===== src/rtl/i2c_cmd_seq_pkg.sv =====
// i2c_cmd_seq_pkg: shared states, i2c_core register map and status bit positions
package i2c_cmd_seq_pkg;
  typedef enum logic [3:0] {
    S_IDLE, S_HDR_LL, S_HDR_LH, S_DRAIN, S_CFG, S_LOAD, S_KICK,
    S_GAP, S_POLL, S_PWAIT, S_UNLOAD, S_UWAIT, S_URSP, S_STATUS
  } state_e;
  localparam int REG_RST    = 0;
  localparam int REG_START  = 1;
  localparam int REG_ADDR   = 2;
  localparam int REG_SIZE_L = 3;
  localparam int REG_SIZE_H = 4;
  localparam int MEM_OFFSET = 8;
  localparam int ST_DONE    = 0;
  localparam int ST_NO_ACK  = 1;
  localparam int ST_LEN_ERR = 2;
  localparam int ST_TIMEOUT = 3;
endpackage


===== src/rtl/i2c_cmd_seq_busif.sv =====
// i2c_cmd_seq_busif: registered one-cycle bus strobes and read-capture pipeline
module i2c_cmd_seq_busif #(
  parameter int ABUSWIDTH = 16
) (
  input  logic                 clk,
  input  logic                 rst_n,
  input  logic                 req_rd,
  input  logic                 req_wr,
  input  logic [ABUSWIDTH-1:0] req_addr,
  input  logic [7:0]           req_data,
  output logic                 rd_ack,
  output logic [7:0]           rd_data,
  output logic [ABUSWIDTH-1:0] m_add,
  output logic [7:0]           m_data_o,
  input  logic [7:0]           m_data_i,
  output logic                 m_rd,
  output logic                 m_wr
);
  logic [ABUSWIDTH-1:0] add_q, add_d;
  logic [7:0]           dat_q, dat_d;
  logic                 rd_q, rd_d, wr_q, wr_d, rdp_q, rdp_d;
  // a request becomes a strobe next cycle; rdp marks the cycle the core returns read data
  always_comb begin
    add_d = (req_rd || req_wr) ? req_addr : add_q;
    dat_d = req_wr ? req_data : dat_q;
    rd_d  = req_rd;
    wr_d  = req_wr && !req_rd;
    rdp_d = rd_q;
  end
  // strobe and capture registers
  always_ff @(posedge clk or negedge rst_n) begin
    if (!rst_n) begin
      add_q <= '0;
      dat_q <= '0;
      rd_q  <= 1'b0;
      wr_q  <= 1'b0;
      rdp_q <= 1'b0;
    end else begin
      add_q <= add_d;
      dat_q <= dat_d;
      rd_q  <= rd_d;
      wr_q  <= wr_d;
      rdp_q <= rdp_d;
    end
  end
  assign m_add    = add_q;
  assign m_data_o = dat_q;
  assign m_rd     = rd_q;
  assign m_wr     = wr_q;
  assign rd_ack   = rdp_q;
  assign rd_data  = m_data_i;
endmodule


===== src/rtl/i2c_cmd_seq.sv =====
// i2c_cmd_seq: byte-stream command sequencer mastering an i2c_core register/memory map
module i2c_cmd_seq
  import i2c_cmd_seq_pkg::*;
#(
  parameter int ABUSWIDTH = 16,
  parameter int BASEADDR  = 0,
  parameter int MEM_BYTES = 16,
  parameter int POLL_GAP  = 16,
  parameter int TIMEOUT   = 65535
) (
  input  logic                 BUS_CLK,
  input  logic                 BUS_RST_N,
  input  logic [7:0]           CMD_DATA,
  input  logic                 CMD_VALID,
  output logic                 CMD_READY,
  output logic [7:0]           RSP_DATA,
  output logic                 RSP_VALID,
  input  logic                 RSP_READY,
  output logic [ABUSWIDTH-1:0] M_ADD,
  output logic [7:0]           M_DATA_O,
  input  logic [7:0]           M_DATA_I,
  output logic                 M_RD,
  output logic                 M_WR,
  output logic                 BUSY
);
  localparam logic [ABUSWIDTH-1:0] BASE = ABUSWIDTH'(BASEADDR);
  state_e               state_q, state_d;
  logic                 rw_q, rw_d, no_ack_q, no_ack_d, len_err_q, len_err_d, tout_q, tout_d;
  logic                 rsp_valid_q, rsp_valid_d, cmd_ready_q, cmd_ready_d, busy_q, busy_d;
  logic [7:0]           addr_q, addr_d, rsp_data_q, rsp_data_d, req_data, rd_data, st;
  logic [15:0]          len_q, len_d, idx_q, idx_d, gap_q, gap_d, poll_q, poll_d, hdr_len;
  logic                 req_rd, req_wr, rd_ack, acc, last;
  logic [ABUSWIDTH-1:0] req_addr, mem_addr;
  assign acc      = CMD_VALID && cmd_ready_q;
  assign hdr_len  = {CMD_DATA, len_q[7:0]};
  assign last     = idx_q == len_q - 16'd1;
  assign mem_addr = BASE + ABUSWIDTH'(MEM_OFFSET) + ABUSWIDTH'(idx_q);
  // next-state, bus requests and registered-output next values
  always_comb begin
    state_d = state_q; rw_d = rw_q; addr_d = addr_q; len_d = len_q; idx_d = idx_q;
    gap_d = gap_q; poll_d = poll_q; no_ack_d = no_ack_q; len_err_d = len_err_q; tout_d = tout_q;
    rsp_data_d = rsp_data_q; rsp_valid_d = rsp_valid_q;
    req_rd = 1'b0; req_wr = 1'b0; req_addr = BASE; req_data = '0;
    st = '0; st[ST_DONE] = 1'b1; st[ST_NO_ACK] = no_ack_q; st[ST_LEN_ERR] = len_err_q; st[ST_TIMEOUT] = tout_q;
    case (state_q)
      S_IDLE: if (acc) begin addr_d = CMD_DATA; rw_d = CMD_DATA[0]; state_d = S_HDR_LL; end
      S_HDR_LL: if (acc) begin len_d[7:0] = CMD_DATA; state_d = S_HDR_LH; end
      S_HDR_LH: if (acc) begin
        len_d = hdr_len; idx_d = '0;
        if (hdr_len == 16'd0 || int'(hdr_len) > MEM_BYTES) begin
          len_err_d = 1'b1;
          state_d = (rw_q || hdr_len == 16'd0) ? S_STATUS : S_DRAIN;
        end else state_d = S_CFG;
      end
      S_DRAIN: if (acc) begin idx_d = idx_q + 16'd1; if (last) state_d = S_STATUS; end
      S_CFG: begin
        req_wr = 1'b1;
        req_addr = BASE + ABUSWIDTH'(idx_q == 16'd0 ? REG_ADDR : idx_q == 16'd1 ? REG_SIZE_L : REG_SIZE_H);
        req_data = idx_q == 16'd0 ? addr_q : idx_q == 16'd1 ? len_q[7:0] : len_q[15:8];
        idx_d = idx_q == 16'd2 ? 16'd0 : idx_q + 16'd1;
        if (idx_q == 16'd2) state_d = rw_q ? S_KICK : S_LOAD;
      end
      S_LOAD: if (acc) begin
        req_wr = 1'b1; req_addr = mem_addr; req_data = CMD_DATA; idx_d = idx_q + 16'd1;
        if (last) state_d = S_KICK;
      end
      S_KICK: begin
        req_wr = 1'b1; req_addr = BASE + ABUSWIDTH'(REG_START);
        poll_d = '0; gap_d = '0; state_d = S_GAP;
      end
      S_GAP: begin gap_d = gap_q + 16'd1; if (gap_q == 16'(POLL_GAP - 1)) state_d = S_POLL; end
      S_POLL: begin
        req_rd = 1'b1; req_addr = BASE + ABUSWIDTH'(REG_START);
        poll_d = poll_q + 16'd1; state_d = S_PWAIT;
      end
      S_PWAIT: if (rd_ack) begin
        if (rd_data[ST_DONE]) begin
          no_ack_d = rd_data[ST_NO_ACK]; idx_d = '0; state_d = rw_q ? S_UNLOAD : S_STATUS;
        end else if (poll_q == 16'(TIMEOUT)) begin
          tout_d = 1'b1; req_wr = 1'b1; req_addr = BASE + ABUSWIDTH'(REG_RST); state_d = S_STATUS;
        end else begin gap_d = '0; state_d = S_GAP; end
      end
      S_UNLOAD: begin req_rd = 1'b1; req_addr = mem_addr; state_d = S_UWAIT; end
      S_UWAIT: if (rd_ack) begin rsp_data_d = rd_data; rsp_valid_d = 1'b1; state_d = S_URSP; end
      S_URSP: if (RSP_READY) begin
        rsp_valid_d = 1'b0; idx_d = idx_q + 16'd1; state_d = last ? S_STATUS : S_UNLOAD;
      end
      S_STATUS: if (!rsp_valid_q) begin
        rsp_valid_d = 1'b1; rsp_data_d = st;
      end else if (RSP_READY) begin
        rsp_valid_d = 1'b0; no_ack_d = 1'b0; len_err_d = 1'b0; tout_d = 1'b0; state_d = S_IDLE;
      end
      default: state_d = S_IDLE;
    endcase
    cmd_ready_d = state_d inside {S_IDLE, S_HDR_LL, S_HDR_LH, S_DRAIN} ||
                  (state_d == S_LOAD && !(state_q == S_LOAD && acc));
    busy_d = state_d != S_IDLE;
  end
  // state and registered outputs
  always_ff @(posedge BUS_CLK or negedge BUS_RST_N) begin
    if (!BUS_RST_N) begin
      state_q <= S_IDLE; rw_q <= 1'b0; addr_q <= '0; len_q <= '0; idx_q <= '0;
      gap_q <= '0; poll_q <= '0; no_ack_q <= 1'b0; len_err_q <= 1'b0; tout_q <= 1'b0;
      rsp_data_q <= '0; rsp_valid_q <= 1'b0; cmd_ready_q <= 1'b0; busy_q <= 1'b0;
    end else begin
      state_q <= state_d; rw_q <= rw_d; addr_q <= addr_d; len_q <= len_d; idx_q <= idx_d;
      gap_q <= gap_d; poll_q <= poll_d; no_ack_q <= no_ack_d; len_err_q <= len_err_d; tout_q <= tout_d;
      rsp_data_q <= rsp_data_d; rsp_valid_q <= rsp_valid_d; cmd_ready_q <= cmd_ready_d; busy_q <= busy_d;
    end
  end
  i2c_cmd_seq_busif #(.ABUSWIDTH(ABUSWIDTH)) u_busif (
    .clk(BUS_CLK), .rst_n(BUS_RST_N), .req_rd(req_rd), .req_wr(req_wr), .req_addr(req_addr),
    .req_data(req_data), .rd_ack(rd_ack), .rd_data(rd_data), .m_add(M_ADD), .m_data_o(M_DATA_O),
    .m_data_i(M_DATA_I), .m_rd(M_RD), .m_wr(M_WR)
  );
  assign CMD_READY = cmd_ready_q;
  assign RSP_DATA  = rsp_data_q;
  assign RSP_VALID = rsp_valid_q;
  assign BUSY      = busy_q;
endmodule

===== config.mk =====
export PLATFORM = sky130hd
export DESIGN_NAME = i2c_cmd_seq
export DESIGN_NICKNAME = d
export VERILOG_FILES = /design/src/rtl/i2c_cmd_seq_pkg.sv /design/src/rtl/i2c_cmd_seq_busif.sv /design/src/rtl/i2c_cmd_seq.sv
export SDC_FILE = /design/constraint.sdc
export NUM_CORES = 1
export LEC_CHECK = 0
export ABC_AREA = 1
export CORE_ASPECT_RATIO = 1.2
export CORE_MARGIN = 2
export CORE_UTILIZATION = 60
export CTS_BUF_LIST = sky130_fd_sc_hd__clkbuf_4
export CTS_CLUSTER_DIAMETER = 150
export DETAILED_ROUTE_END_ITERATION = 8
export HOLD_SLACK_MARGIN = 0.15
export PLACE_DENSITY_LB_ADDON = 0.05
export SLEW_MARGIN = 40
export SYNTH_ARGS = -nofsm -noshare
export SYNTH_HDL_FRONTEND = slang
export SYNTH_SLANG_ARGS = --single-unit
export TNS_END_PERCENT = 1

===== constraint.sdc =====
create_clock -name BUS_CLK -period 3.13 [get_ports BUS_CLK]
set_input_delay 0.313 -clock BUS_CLK [delete_from_list [all_inputs] [get_ports BUS_CLK]]
set_output_delay 0.313 -clock BUS_CLK [all_outputs]
set_load 0.05 [all_outputs]

# Word-level counts from Yosys, hierarchy flattened
# Cells that the tools add are included.
# word_totals
register_bits	118
latch_bits	0
ram_bits	0
romBits	0
input_bits	20
out_inout_bits	37
mem_count	0
# classes
add_sub_neg	5
mul	0
n_div	0
n_lt_le_gt_ge	1
n_eq_ne	35
shifts	0
muxes	69
bitwise_logic	1
n_reduce_logical	37
# ops
operator	count
two-way mux 16 bit	10
case mux 16 bit (5 select lines)	1
two-way mux 4 bit	18
case mux 16 bit (4 select lines)	1
case mux 4 bit (14 select lines)	1
adder 16 x 1 -> 16 bit, second input constant	3
two-way mux 8 bit	6
case mux 16 bit (3 select lines)	1
case mux 8 bit (2 select lines)	3
zero test 16 bit	2
case mux 16 bit (2 select lines)	1
equality test 4 bit, second input constant	6
equality test 4 x 3 -> 1 bit, second input constant	5
!= test 2 bit, second input constant	10
two-way mux 1 bit	17
adder 4 x 16 -> 16 bit, first input constant	1
equality test 16 x 1 -> 1 bit, second input constant	1
equality test 16 bit	1
equality test 16 bit, second input constant	1
equality test 16 x 2 -> 1 bit, second input constant	1
equality test 16 x 4 -> 1 bit, second input constant	1
equality test 4 x 2 -> 1 bit, second input constant	4
> comparator 16 x 5 -> 1 bit, second input constant	1
subtractor 16 x 1 -> 16 bit, second input constant	1
21 further kinds	51

# Depth between registers and ports, before layout
# depth
ltp_word	9
ltp_mapped	17
ltp_nobuf	17

# Cells and area by module
# Synthesis repeated with hierarchy kept, for this count alone.
# unflattened
cells_unflattened	978
hier_area_um2	7236.9
# modules_own_cells
mod	instances	cells_each	area_per_inst_um2	seq_area_each_um2
i2c_cmd_seq	1	863	6152.2	2252.2
i2c_cmd_seq_busif	1	115	1084.8	675.6

# Worst setup path after synthesis
# Ideal clock, no wire load.
# synth_timing
kind	flip-flop to flip-flop
start	register cmd_ready_q (netlist: CMD_READY)
end	register idx_q[8]
setup_ns	0.127
t_arrival_ns	1.945
t_required_ns	3.003
slack_ns	1.058
stages_incl_launch_ff	10
path_buffers	0
path_cell_list	dfrtp_1 nand2_1 inv_1 nand2_1 nand4_1 nand2_2 nor3_4 nand2_2 nor3_2 a21oi_1
# synth_via
elab_chain_len	3
# synth_rtl
item	line	source
start: declaration	i2c_cmd_seq.sv:29	logic rsp_valid_q, rsp_valid_d, cmd_ready_q, cmd_ready_d, busy_q, busy_d;
start signal: assignment	i2c_cmd_seq.sv:108	rsp_data_q <= rsp_data_d; rsp_valid_q <= rsp_valid_d; cmd_ready_q <= cmd_ready_d; busy_q <= busy_d;
logical AND 1 bit *	i2c_cmd_seq.sv:34	assign acc = CMD_VALID && cmd_ready_q;
!= test 2 x 1 -> 1 bit (no source line) or != test 2 bit (tied branches)	-	
AND reduction 6 bit (no source line) *	-	
end signal: assignment	i2c_cmd_seq.sv:106	state_q <= state_d; rw_q <= rw_d; addr_q <= addr_d; len_q <= len_d; idx_q <= idx_d;
end: declaration	i2c_cmd_seq.sv:31	logic [15:0] len_q, len_d, idx_q, idx_d, gap_q, gap_d, poll_q, poll_d, hdr_len;
# Every way passes the cells marked *; elsewhere a longest branch is shown, timed or not.
# A chain may end at the register's enable or synchronous reset.

# Final worst setup path
# layout_timing
start	register len_q[0]
end	register busy_q (netlist: BUSY)
# layout_via
elab_chain_len	7
# layout_rtl
item	line	source
start: declaration	i2c_cmd_seq.sv:31	
start signal: assignment	i2c_cmd_seq.sv:106	
branches (longest 5 deep; another with subtractor 16 x 1 -> 16 bit)	-	
case mux 4 bit (14 select lines) *	i2c_cmd_seq.sv:45	case (state_q)
nonzero test 4 bit *	i2c_cmd_seq.sv:97	busy_d = state_d != S_IDLE;
named net busy_d	i2c_cmd_seq.sv:29	
end signal: assignment	i2c_cmd_seq.sv:108	
end: declaration	i2c_cmd_seq.sv:29	
# Mark *: on every way through the listed nets, which the timed path passes.

==> results.sh <==
export IMPL_status="completed"
export IMPL_syn_to_final_growth_pct=14.4
export IMPL_clock_skew_ns=0.0191
export IMPL_row_count=43
export IMPL_postRouteAntennaNets=0
export IMPL_io_pin_count=57
export IMPL_grt_ovfl_total=0
export IMPL_synth_avg_cell_area_sq_um=7.30
export IMPL_finalCritPeriodShare_pct=78.8
export IMPL_endpoint_kind="register"
export IMPL_fin_tns_setup_ns=0
export IMPL_powerDensity_mw_per_mm2=834
export IMPL_peakVddDrop_uv=484
export IMPL_via_per_inst=5.56
export IMPL_grt_pass1_wl_um=30600
export IMPL_start_kind="register"
export IMPL_finalHoldViolations=0
export IMPL_drc=0
export IMPL_drt_iter0_markers=448
export IMPL_min_from="M_DATA_I[3]"
export IMPL_cts_resized=0
export IMPL_yosys_area_share_adder_pct=1.40
export IMPL_dieArea_sq_mm=0.0128
export IMPL_nets=1073
export IMPL_grt_usage_pct=30.6
export IMPL_hp_class="input pin to register"
export IMPL_cts_tree="built"
export IMPL_synth_seq_cells=117
export IMPL_grt_max_degree=77
export IMPL_post_synth_instance_area_sq_mm=0.00715
export IMPL_critPathArrivalTime_ns=2.88
export IMPL_start_util_pct=61.6
export IMPL_r2r_start="len_q[0]"
export IMPL_synthXorXnorAreaFrac_pct=3.18
export IMPL_synth_compound_area_share_pct=11.2
export IMPL_rrSetupSlack_ns=0.66
export IMPL_max_freq_mhz=405
export IMPL_synth_simple_area_share_pct=34.7
export IMPL_grt_pass1_vias=6189
export IMPL_maxCapViolations=0
export IMPL_synth_top_family_by_area="simple AND/OR/NAND/NOR gates"
export IMPL_final_cell_mix="256 x nand2_1, 121 x inv_1, 117 x dfrtp_1"
export IMPL_tightest_slew_ns=0.691
export IMPL_cts_max_level=4
export IMPL_setup_viol=0
export IMPL_cp_max_fo=7
export IMPL_cts_sinks=117
export IMPL_slew_headroom_pct=54.0
export IMPL_clock_path_buffers=2
export IMPL_required_ns=3.54
export IMPL_drtPass1Iterations=7
export IMPL_antenna_found_initial=1
export IMPL_leakage_nw=3.90
export IMPL_clk_latency_ns=0.57
export IMPL_synth_fp_nets=1008
export IMPL_routed_wirelength_um=18700
export IMPL_hold_ws_ns=0.331
export IMPL_dp_hpwl_um=14400
export IMPL_post_route_util_pct=70.4
export IMPL_path_class="register to register"
export IMPL_cts_clk_slew_worst_paths_ns=0.10
export IMPL_worstReg2RegEnd="BUSY"
export IMPL_portBuffers=56
export IMPL_final_common_cell="nand2_1"
export IMPL_min_to="RSP_DATA[3]"
export IMPL_hold_depth=3
export IMPL_gp_congestion=0.967
export IMPL_fp_dieH_um=124
export IMPL_ys_seq_area_share_pct=40.9
export IMPL_drive_gt1_share_pct=8.23
export IMPL_min_period_ns=2.47
export IMPL_synth_distinct_cells=49
export IMPL_postSynthCellCount=980
export IMPL_cts_made_buffers=17
export IMPL_wl_per_cell_um=15.4
export IMPL_synth_mux_area_share_pct=0.420
export IMPL_worst_r2r_cell_count=14
export IMPL_slew_violations=0
export IMPL_fillerInstances=1052
export IMPL_rsz0062_at_grt="no"
export IMPL_vias=6760
export IMPL_fp_dieW_um=104
export IMPL_coreArea_sq_mm=0.0116
export IMPL_cts_root_buf="clkbuf_4"
export IMPL_ys_warn_count=0
-- logic make-up after synthesis --
| group | Yosys count |
|---|---|
| XOR/XNOR | 26 |
| AO/OA/AOI/OAI | 139 |
| adder cells (fa/ha/maj) | 8 |
| flip-flops | 117 |
| buffers and inverters | 147 |
| multiplexers | 3 |
| AND/OR/NAND/NOR | 540 |
-- worst max-delay path, stage by stage (launching register included) --
cell	delay (ns)
dfrtp_1	0.41
inv_1	0.20
ha_1	0.31
nand2_1	0.07
nand2_1	0.05
nor2_1	0.15
inv_1	0.05
nor2_1	0.16
nand2_1	0.08
nor2_1	0.08
nand3b_1	0.13
nor2_1	0.24
a21oi_1	0.11
nor2_1	0.14
nand3_1	0.14
-- synthesized netlist by cell type (all sizes together) --
library cell	number	area, sq um
o21ai	70	350
o211ai	4	30.0
clkbuf	6	22.5
a22o	6	52.6
clkinv	1	3.75
or2	1	6.26
a31oi	6	37.5
buf	10	70.1
inv	130	490
o31ai	1	7.51
and2	2	12.5
nand2	267	1030
mux2i	3	30.0
nor4	8	62.6
a21boi	1	7.51
dfrtp	117	2930
nor3	24	153
ha	8	100
a22oi	5	37.5
xor2	20	175
a221oi	3	26.3
o22a	1	8.76
o211a	1	10.0
nand3	86	495
a21oi	28	140
o21a	1	7.51
nand4	22	153
o221ai	2	17.5
o22ai	7	43.8
xnor2	6	52.6
nor4b	1	8.76
nor2	121	497
nand3b	8	63.8
a211oi	3	22.5
-- routing by layer --
| metal | GRT usage, % | part of all wire [%] | vias up | routed length, um |
|---|---|---|---|---|
| met2 | 52.2 | 49 | 198 | 9200 |
| met1 | 38.6 | 43 | 3178 | 8000 |
| met4 | 12.8 | 3.0 | 0 | 554 |
| li1 | - | - | 3343 | - |
| met5 | 0 | 0 | - | 0 |
| met3 | 6.12 | 5.3 | 41 | 991 |
-- what timing repair did --
| item | in CTS | in global routing |
|---|---|---|
| setup buffers | 0 | 0 |
| endpoints found under the hold margin | 75 | 0 |
| hold buffers | 1 | 0 |
-- state kept, by name, summed over array words and instances (netlist names) --
register          cells
gap_q                16
idx_q                16
len_q                16
poll_q               16
u_busif.m_add        16
RSP_DATA              8
addr_q                8
u_busif.m_data_o      8
state_q               4
BUSY                  1
CMD_READY             1
RSP_VALID             1
len_err_q             1
no_ack_q              1
tout_q                1
u_busif.m_rd          1
u_busif.m_wr          1
u_busif.rd_ack        1
-- worst max path at each step --
stage                startpoint        end  slack, ns  cells past startpoint
CTS                    len_q[0]       BUSY       0.72                     14
floorplan             CMD_READY   idx_q[8]       1.06                      9
detailed placement    CMD_VALID   idx_q[7]       0.70                     10
global placement    CMD_DATA[5]       BUSY       0.69                     13
global route           len_q[0]  CMD_READY       0.40                     13
finish                 len_q[0]       BUSY       0.66                     14
-- area by class of cell --
type	instances	area, sq um	share of cell area, %
antenna	1	2.50	0.0306
clock buffer	18	135	1.65
clock inverter	13	164	2.00
inverter	131	494	6.04
multi-input combinational	716	3640	44.5
sequential	117	2930	35.8
tap	157	196	2.40
timing repair buffer	62	622	7.60
-- power breakdown --
group	switching (mW)	total, mW	internal, mW
registers	0.491	2.44	1.95
logic	2.16	3.19	1.02
clock network	0.573	1.20	0.622
-- metrics by stage --
stage / area [sq um] / std cells / setup WS, ns / power [mW]
after global routing: 8180 / 1215 / 0.400 / 7.34
after global placement: 7870 / 1182 / 0.694 / 5.57
after floorplan: 7150 / 980 / 1.06 / 4.67
after detailed placement: 7870 / 1182 / 0.697 / 5.62
after CTS: 8180 / 1214 / 0.717 / 6.81
final: 8180 / 1215 / 0.662 / 6.82
No activity file was read; power rests on OpenSTA's default activity.
